==> src/rtl/seg7_scan_mux_pkg.sv <==
// Shared segment-pattern constants and bit-order definitions for the 7-segment scan mux.
// Segment vectors are {g,f,e,d,c,b,a}, active-high (common cathode).
package seg7_scan_mux_pkg;

  localparam int SEG_W = 7;

  localparam int SEG_BIT_A = 0;
  localparam int SEG_BIT_B = 1;
  localparam int SEG_BIT_C = 2;
  localparam int SEG_BIT_D = 3;
  localparam int SEG_BIT_E = 4;
  localparam int SEG_BIT_F = 5;
  localparam int SEG_BIT_G = 6;

  localparam logic [SEG_W-1:0] SEG_0     = 7'h3F;
  localparam logic [SEG_W-1:0] SEG_1     = 7'h06;
  localparam logic [SEG_W-1:0] SEG_2     = 7'h5B;
  localparam logic [SEG_W-1:0] SEG_3     = 7'h4F;
  localparam logic [SEG_W-1:0] SEG_4     = 7'h66;
  localparam logic [SEG_W-1:0] SEG_5     = 7'h6D;
  localparam logic [SEG_W-1:0] SEG_6     = 7'h7D;
  localparam logic [SEG_W-1:0] SEG_7     = 7'h07;
  localparam logic [SEG_W-1:0] SEG_8     = 7'h7F;
  localparam logic [SEG_W-1:0] SEG_9     = 7'h6F;
  localparam logic [SEG_W-1:0] SEG_BLANK = 7'h00;
  localparam logic [SEG_W-1:0] SEG_ALL   = 7'h7F;

endpackage

==> src/rtl/seg7_scan_mux_bcd_to_seg7.sv <==
// Combinational BCD to 7-segment decoder; codes 10..15 decode to a dark digit.
module bcd_to_seg7
  import seg7_scan_mux_pkg::*;
(
  input  logic [3:0]       i_bcd,
  output logic [SEG_W-1:0] o_seg
);

  always_comb begin
    o_seg = SEG_BLANK;
    case (i_bcd)
      4'd0:    o_seg = SEG_0;
      4'd1:    o_seg = SEG_1;
      4'd2:    o_seg = SEG_2;
      4'd3:    o_seg = SEG_3;
      4'd4:    o_seg = SEG_4;
      4'd5:    o_seg = SEG_5;
      4'd6:    o_seg = SEG_6;
      4'd7:    o_seg = SEG_7;
      4'd8:    o_seg = SEG_8;
      4'd9:    o_seg = SEG_9;
      default: o_seg = SEG_BLANK;
    endcase
  end

endmodule

==> src/rtl/seg7_scan_mux.sv <==
// Time-multiplexed common-cathode 7-segment driver with shadow capture, lamp test and blanking.
// Optional leading-zero suppression is built when LEADING_ZERO_BLANK_EN is defined.
module seg7_scan_mux
  import seg7_scan_mux_pkg::*;
#(
  parameter int NUM_DIGITS = 4,
  parameter int CLK_DIV    = 1000
) (
  input  logic                    clk,
  input  logic                    rst_n,
  input  logic [4*NUM_DIGITS-1:0] bcd_in,
  input  logic                    load,
  input  logic                    lamp_test_n,
  input  logic                    blank_n,
  output logic [SEG_W-1:0]        seg,
  output logic [NUM_DIGITS-1:0]   dig_n,
  output logic                    frame_done
);

  localparam int PW = (CLK_DIV > 1) ? $clog2(CLK_DIV) : 1;
  localparam int IW = (NUM_DIGITS > 1) ? $clog2(NUM_DIGITS) : 1;

  logic [PW-1:0]             r_presc;
  logic [IW-1:0]             r_idx;
  logic [4*NUM_DIGITS-1:0]   r_shadow;
  logic                      w_tick;
  logic                      w_idx_last;
  logic [3:0]                w_cur_bcd;
  logic [SEG_W-1:0]          w_dec_seg;
  logic                      w_cur_lz;
  logic [NUM_DIGITS-1:0]     w_dig_n_scan;

  assign w_tick     = (r_presc == PW'(CLK_DIV - 1));
  assign w_idx_last = (r_idx == IW'(NUM_DIGITS - 1));

  // Refresh prescaler: one tick per digit slot.
  always_ff @(posedge clk or negedge rst_n) begin
    if (!rst_n) begin
      r_presc <= '0;
    end else if (w_tick) begin
      r_presc <= '0;
    end else begin
      r_presc <= r_presc + PW'(1);
    end
  end

  always_ff @(posedge clk or negedge rst_n) begin
    if (!rst_n) begin
      r_idx      <= '0;
      frame_done <= 1'b0;
    end else begin
      frame_done <= w_tick && w_idx_last;
      if (w_tick) begin
        r_idx <= w_idx_last ? '0 : r_idx + IW'(1);
      end
    end
  end

  // load is a level qualifier sampled every edge (no handshake): while high the
  // shadow follows bcd_in, when low it holds the last captured digits.
  always_ff @(posedge clk or negedge rst_n) begin
    if (!rst_n) begin
      r_shadow <= '0;
    end else if (load) begin
      r_shadow <= bcd_in;
    end
  end

  always_comb begin
    w_cur_bcd = 4'd0;
    for (int i = 0; i < NUM_DIGITS; i++) begin
      if (r_idx == IW'(i)) begin
        w_cur_bcd = r_shadow[i*4 +: 4];
      end
    end
  end

  bcd_to_seg7 u_dec (
    .i_bcd (w_cur_bcd),
    .o_seg (w_dec_seg)
  );

`ifdef LEADING_ZERO_BLANK_EN
  logic [NUM_DIGITS-1:0] w_lead_zero;
  logic                  w_zero_run;

  // A digit is suppressed while every digit above it (and itself) is zero;
  // digit 0 always shows so a zero value still displays "0".
  always_comb begin
    w_lead_zero = '0;
    w_zero_run  = 1'b1;
    for (int i = NUM_DIGITS - 1; i >= 1; i--) begin
      w_zero_run     = w_zero_run && (r_shadow[i*4 +: 4] == 4'd0);
      w_lead_zero[i] = w_zero_run;
    end
  end

  always_comb begin
    w_cur_lz = 1'b0;
    for (int i = 0; i < NUM_DIGITS; i++) begin
      if (r_idx == IW'(i)) begin
        w_cur_lz = w_lead_zero[i];
      end
    end
  end
`else
  assign w_cur_lz = 1'b0;
`endif

  assign w_dig_n_scan = ~(NUM_DIGITS'(1) << r_idx);

  // Outputs are registered from the current index, so a digit switch shows one edge after the tick.
  always_ff @(posedge clk or negedge rst_n) begin
    if (!rst_n) begin
      seg   <= SEG_BLANK;
      dig_n <= '1;
    end else if (!lamp_test_n) begin
      seg   <= SEG_ALL;
      dig_n <= w_dig_n_scan;
    end else if (!blank_n) begin
      seg   <= SEG_BLANK;
      dig_n <= '1;
    end else begin
      seg   <= w_cur_lz ? SEG_BLANK : w_dec_seg;
      dig_n <= w_dig_n_scan;
    end
  end

endmodule
==> config.mk <==
export PLATFORM = sky130hd
export DESIGN_NAME = seg7_scan_mux
export DESIGN_NICKNAME = d
export VERILOG_FILES = /design/src/rtl/seg7_scan_mux_pkg.sv /design/src/rtl/seg7_scan_mux_bcd_to_seg7.sv /design/src/rtl/seg7_scan_mux.sv
export SDC_FILE = /design/constraint.sdc
export NUM_CORES = 1
export LEC_CHECK = 0
export ABC_AREA = 1
export CORE_MARGIN = 4
export CORE_UTILIZATION = 47
export DETAILED_ROUTE_END_ITERATION = 8
export PLACE_DENSITY_LB_ADDON = 0.25
export SYNTH_ARGS = -nofsm -noshare
export SYNTH_HDL_FRONTEND = slang
export SYNTH_HIERARCHICAL = 1
export SYNTH_SLANG_ARGS = --single-unit
==> constraint.sdc <==
create_clock -name clk -period 1.7 [get_ports clk]
set_input_delay 0.51 -clock clk [delete_from_list [all_inputs] [get_ports clk]]
set_output_delay 0.51 -clock clk [all_outputs]
set_load 0.03 [all_outputs]
# == Word level (Yosys, flattened, before mapping) ==
# Memory sizes are Yosys's and may differ from the RTL's.
# Cells that the tools add are included.
# op_classes
reduce_logical,2
n_bitwise,1
n_mux,10
n_shift,1
n_eq_ne,4
addsub,2
# ops
op,count
4-bit 2-to-1 mux,6
7-bit 2-to-1 mux,2
10-bit by 1-bit adder with 10-bit output (second input constant),1
10-bit equality test (second input constant),1
10-bit 2-to-1 mux,1
2-bit equality test (second input constant),2
4-bit inverter,1
1-bit by 2-bit << shifter with 4-bit output (first input constant),1
2-bit by 1-bit adder with 2-bit output (second input constant),1
2-bit by 1-bit equality test with 1-bit output (second input constant),1
2-bit logical NOT,1
2-bit 2-to-1 mux,1
1-bit logical AND,1
# word_totals
output_inout_bits,12
mem_bits_ro,112
wordCells,27
regBits,40
n_memories,1
in_bits,21
# mem_list
name,words,word_bits,rd,rd_ports_with_merged_regs,write_ports,line_no,rtl
(no name shown),16,7,1,0,0,seg7_scan_mux_bcd_to_seg7.sv:11,case (i_bcd)

# == Longest topological paths before layout ==
# An unclocked memory read counts as a cell.
# logic_depth
depth_word,8
mapped_depth,16

# == Cells and area by module ==
# Netlist, hierarchy kept.
# by_module_without_submodules
mod,n_inst,area_each_um2,cells_per_inst
seg7_scan_mux,1,1783.0,175
bcd_to_seg7,1,210.2,39

# == Least setup slack after synthesis ==
# No wires, ideal clock.
# synth_path
path_type,reg2reg
start,register r_idx[0]
end,register seg[3]
arrival_ns,1.754
setup_ns,0.119
path_stages_with_launch,14
setup_slack_ns,-0.173
required_time_ns,1.581
n_path_buf,0
cell_sequence,dfrtp_1 > inv_1 > ha_1 > inv_1 > o211ai_1 > nand2_1 > inv_1 > ha_1 > nand2_1 > nand2_1 > nand2_1 > nand2_1 > nand2_1 > nand2_1
# synth_between
elab_chain_cells,8
word_cells_on_any_way,11
# synth_rtl
item,line_no,rtl
from (decl),seg7_scan_mux.sv:24,logic [IW-1:0] r_idx;
from (signal assigned),seg7_scan_mux.sv:54,r_idx <= w_idx_last ? '0 : r_idx + IW'(1);
2-bit logical NOT,seg7_scan_mux.sv:72,if (r_idx == IW'(i)) begin
4-bit 2-to-1 mux (3 in series),seg7_scan_mux.sv:72,
4-bit 2-to-1 mux *,seg7_scan_mux.sv:72,
via w_cur_bcd[1],seg7_scan_mux.sv:28,logic [3:0] w_cur_bcd;
memory 16 x 7 bit *,n/a,
via w_dec_seg[3],seg7_scan_mux.sv:29,logic [SEG_W-1:0] w_dec_seg;
7-bit 2-to-1 mux *,seg7_scan_mux.sv:120,end else if (!blank_n) begin
7-bit 2-to-1 mux *,seg7_scan_mux.sv:117,end else if (!lamp_test_n) begin
to (signal assigned),seg7_scan_mux.sv:124,seg <= w_cur_lz ? SEG_BLANK : w_dec_seg;
to (decl),seg7_scan_mux.sv:15,"output logic [SEG_W-1:0] seg,"
# The timed path passes the listed nets; every way through them passes the cells marked *.
# A chain may end at the register's enable or synchronous reset.

# == Worst setup path after layout ==
# Same ends and word-level chain as after synthesis.

==> results.py <==
metrics = {
    "final_layout": {
        "n_antenna_cell": 0,
        "layout.nets": 296,
        "area_growth_pct": 36.9,
        "drive_gt1_share_pct": 34.7,
        "stdcell_area_um2": 2730,
    },
    "timing": {
        "worst_slew_pin_slew_ns": 0.384,
        "final.period_utilization_pct": 109,
        "fin_ws_ns": -0.146,
        "setup_tns_ns": -0.529,
        "max_freq_ghz": 0.542,
        "hold_slack_ns": 0.128,
        "relSlewSlack_pct": 74.4,
        "fin_crit_ns": 1.85,
        "hold_violations": 0,
        "setup_viol": 7,
        "rsz0062_at_grt": "true",
        "fin_skew_ns": 0.00447,
        "final_max_slew_viol_count": 0,
    },
    "setup_path": {
        "reg2reg_depth": 13,
        "path_max_fanout": 5,
        "required_ns": 1.89,
        "crit_type": "reg -> reg",
        "worstReg2RegEnd": "seg[3]",
        "critical_path.max_stage_delay_ns": 0.46,
        "worstReg2RegStart": "r_idx[0]",
        "crit_top_cell": "nand2_1",
        "r2r_setup_slack_ns": -0.15,
        "endpoint_kind": "flop",
        "critPathTopFamily": "flip-flops",
        "critPathArrivalTime_ns": 2.03,
        "critPathSlowestCell": "dfrtp_2",
        "start_kind": "flop",
        "crit_buf_inv": 3,
        "crit_chain": "inv_4 > ha_4 > inv_2 > o211ai_1 > nand2_2 > inv_4 > ha_4 > nand2_4 > nand2_2 > nand2_1 > nand2_1 > nand2_1 > nand2_1",
    },
    "synthesis": {
        "ys_ff_latch": 40,
        "avgSynthCellArea_um2": 9.31,
        "yosysUniqueCellTypes": 25,
        "yosysSeqAreaShare_pct": 50.5,
        "synth_area_um2": 1990,
        "ys.warnings.count": 6,
        "synth_cells": 214,
        "synth_nets": 246,
    },
    "global_route": {
        "grt_pass1_vias": 1454,
        "grt_max_degree": 26,
        "antenna_found_initial": 0,
        "grtUsageTotal_pct": 15.8,
        "overflow": 0,
        "grt_pass1_wl_um": 6400,
    },
    "clock_tree": {
        "cts_tree": "done",
        "cts.sinks": 40,
        "numCtsBuffers": 5,
        "clockBufferDepth": 2,
        "clk-insertion-delay-late_ns": 0.29,
        "path_clk_slew_ns": 0.07,
        "clk_root_buffer_cell": "clkbuf_8",
        "htree_levels": 2,
    },
    "floorplan": {
        "ios": 33,
        "num_rows": 23,
        "die_w_um": 73.1,
        "dieArea_um2": 5350,
        "core_um2": 4060,
        "die-height_um": 73.1,
        "start_util_pct": 49.1,
    },
    "placement": {
        "gp_congestion": 0.811,
        "port-buffer-count": 32,
        "dp_hpwl_um": 2760,
        "dpl_cell_area_um2": 2530,
        "dp_slack_ns": -0.195,
    },
    "route": {
        "routed_wl_um": 3780,
        "drc": 0,
        "wl_per_cell_um": 12.0,
        "ant_nets": 0,
        "routed-via-count": 1543,
        "via_per_inst": 4.90,
        "dr.pass1.iters": 4,
        "drtIter0Drc": 61,
    },
    "hold_path": {
        "hold_class": "in -> async",
    },
    "pwr": {
        "power_mw": 2.04,
        "leakagePower_nw": 1.30,
        "worst_ir_drop_vdd_mv": 0.640,
        "p_per_area_nw_per_um2": 746,
    },
    "status": {
        "run_status": "complete, but fails checks",
        "violations": "negative setup slack",
    },
    "flow_run": {
        "maxCapViolations": 0,
    },
}
[per-layer routing]
metal  global-route usage, %  routed length [um]
met4                    7.58                  82
met5                       0                   0
met1                    19.9                1720
met2                    23.9                1730
met3                    5.79                 249
[sequential cells by signal, summed over array words and instances (netlist names)]
signal      cells
r_presc        10
frame_done      1
dig_n           4
r_shadow       16
r_idx           2
seg             7
[final cells by class]
class / instances / area (um2)
fill: 332 / 1330
tap: 50 / 62.6
inverter: 21 / 97.6
multi-input combinational: 149 / 1020
clock buffer: 8 / 90.1
timing repair buffer: 47 / 447
sequential: 40 / 1010
[synthesized netlist by cell type]
master	number	share of area (%)
nand2_1	71	13
dfrtp_1	36	45
inv_1	17	3.2
mux2_2	15	8.5
nor2_1	15	2.8
ha_1	11	6.9
a21oi_1	8	2.0
nand3_1	8	2.0
nand2_2	5	1.6
dfstp_2	4	5.3
nor2_2	4	1.3
o211ai_1	4	1.5
inv_2	3	0.56
buf_6	2	1.1
buf_2	1	0.25
clkbuf_1	1	0.19
clkinv_2	1	0.25
mux2_1	1	0.56
nand3_2	1	0.50
nand3_4	1	0.88
nand3b_1	1	0.38
nor2_4	1	0.56
o21ai_1	1	0.25
xnor2_1	1	0.44
xor2_1	1	0.44
[where the power goes]
| part | switching (mW) | leakage (nW) | internal, mW |
|---|---|---|---|
| clock network | 0.308 | 0.0455 | 0.331 |
| logic | 0.188 | 0.787 | 0.172 |
| registers | 0.0295 | 0.471 | 1.01 |
[cells in the final DEF, fill, tap and decap left out, types with 6 or more instances in the layout]
cell type / Yosys / layout
nand2_2: 5 / 14
inv_1: 17 / 11
inv_4: 0 / 7
nand2_1: 71 / 61
a21oi_1: 8 / 6
dlygate4sd2_1: 0 / 8
ha_4: 0 / 6
clkdlybuf4s50_1: 0 / 19
dfrtp_1: 36 / 34
mux2_2: 15 / 15
clkbuf_8: 0 / 6
buf_4: 0 / 10
nor2_1: 15 / 15
[logic make-up (layout without fill, tap and decap cells)]
kind of cell	Yosys count	count (layout)	synth area share (%)
flip-flops	40	40	50.5
XOR/XNOR	2	2	0.879
AND/OR/NAND/NOR	107	107	23.4
adder cells (fa/ha/maj)	11	11	6.91
buffers and inverters	25	76	5.59
AO/OA/AOI/OAI	13	13	3.77
multiplexers	16	16	9.04
[through the flow]
step | util (%) | instances
after floorplan | - | 214
after global placement | 62.4 | 306
after detailed placement | 62.4 | 306
after CTS | 65.5 | 315
after global routing | 67.3 | 315
final | 67.3 | 315
[worst max-delay path by stage]
stage             start     end  slack, ns  cells past startpoint
2_1_floorplan  r_idx[1]  seg[1]      -0.06                     14
3_3_place_gp   r_idx[1]  seg[2]      -0.14                     12
3_5_place_dp   r_idx[0]  seg[0]      -0.19                     12
4_1_cts        r_idx[1]  seg[0]       -0.1                     15
5_1_grt        r_idx[1]  seg[3]      -0.25                     15
6_report       r_idx[0]  seg[3]      -0.15                     13
[what timing repair did]
| action | in CTS | in global routing |
|---|---|---|
| resized for setup | 27 | 23 |
| endpoints found under the setup margin | 18 | 9 |
| hold buffers | 0 | 0 |
| setup buffers | 1 | 0 |
| pin swaps | 10 | 6 |
| gates cloned | 0 | 0 |
No activity file was read; power rests on OpenSTA's default activity.
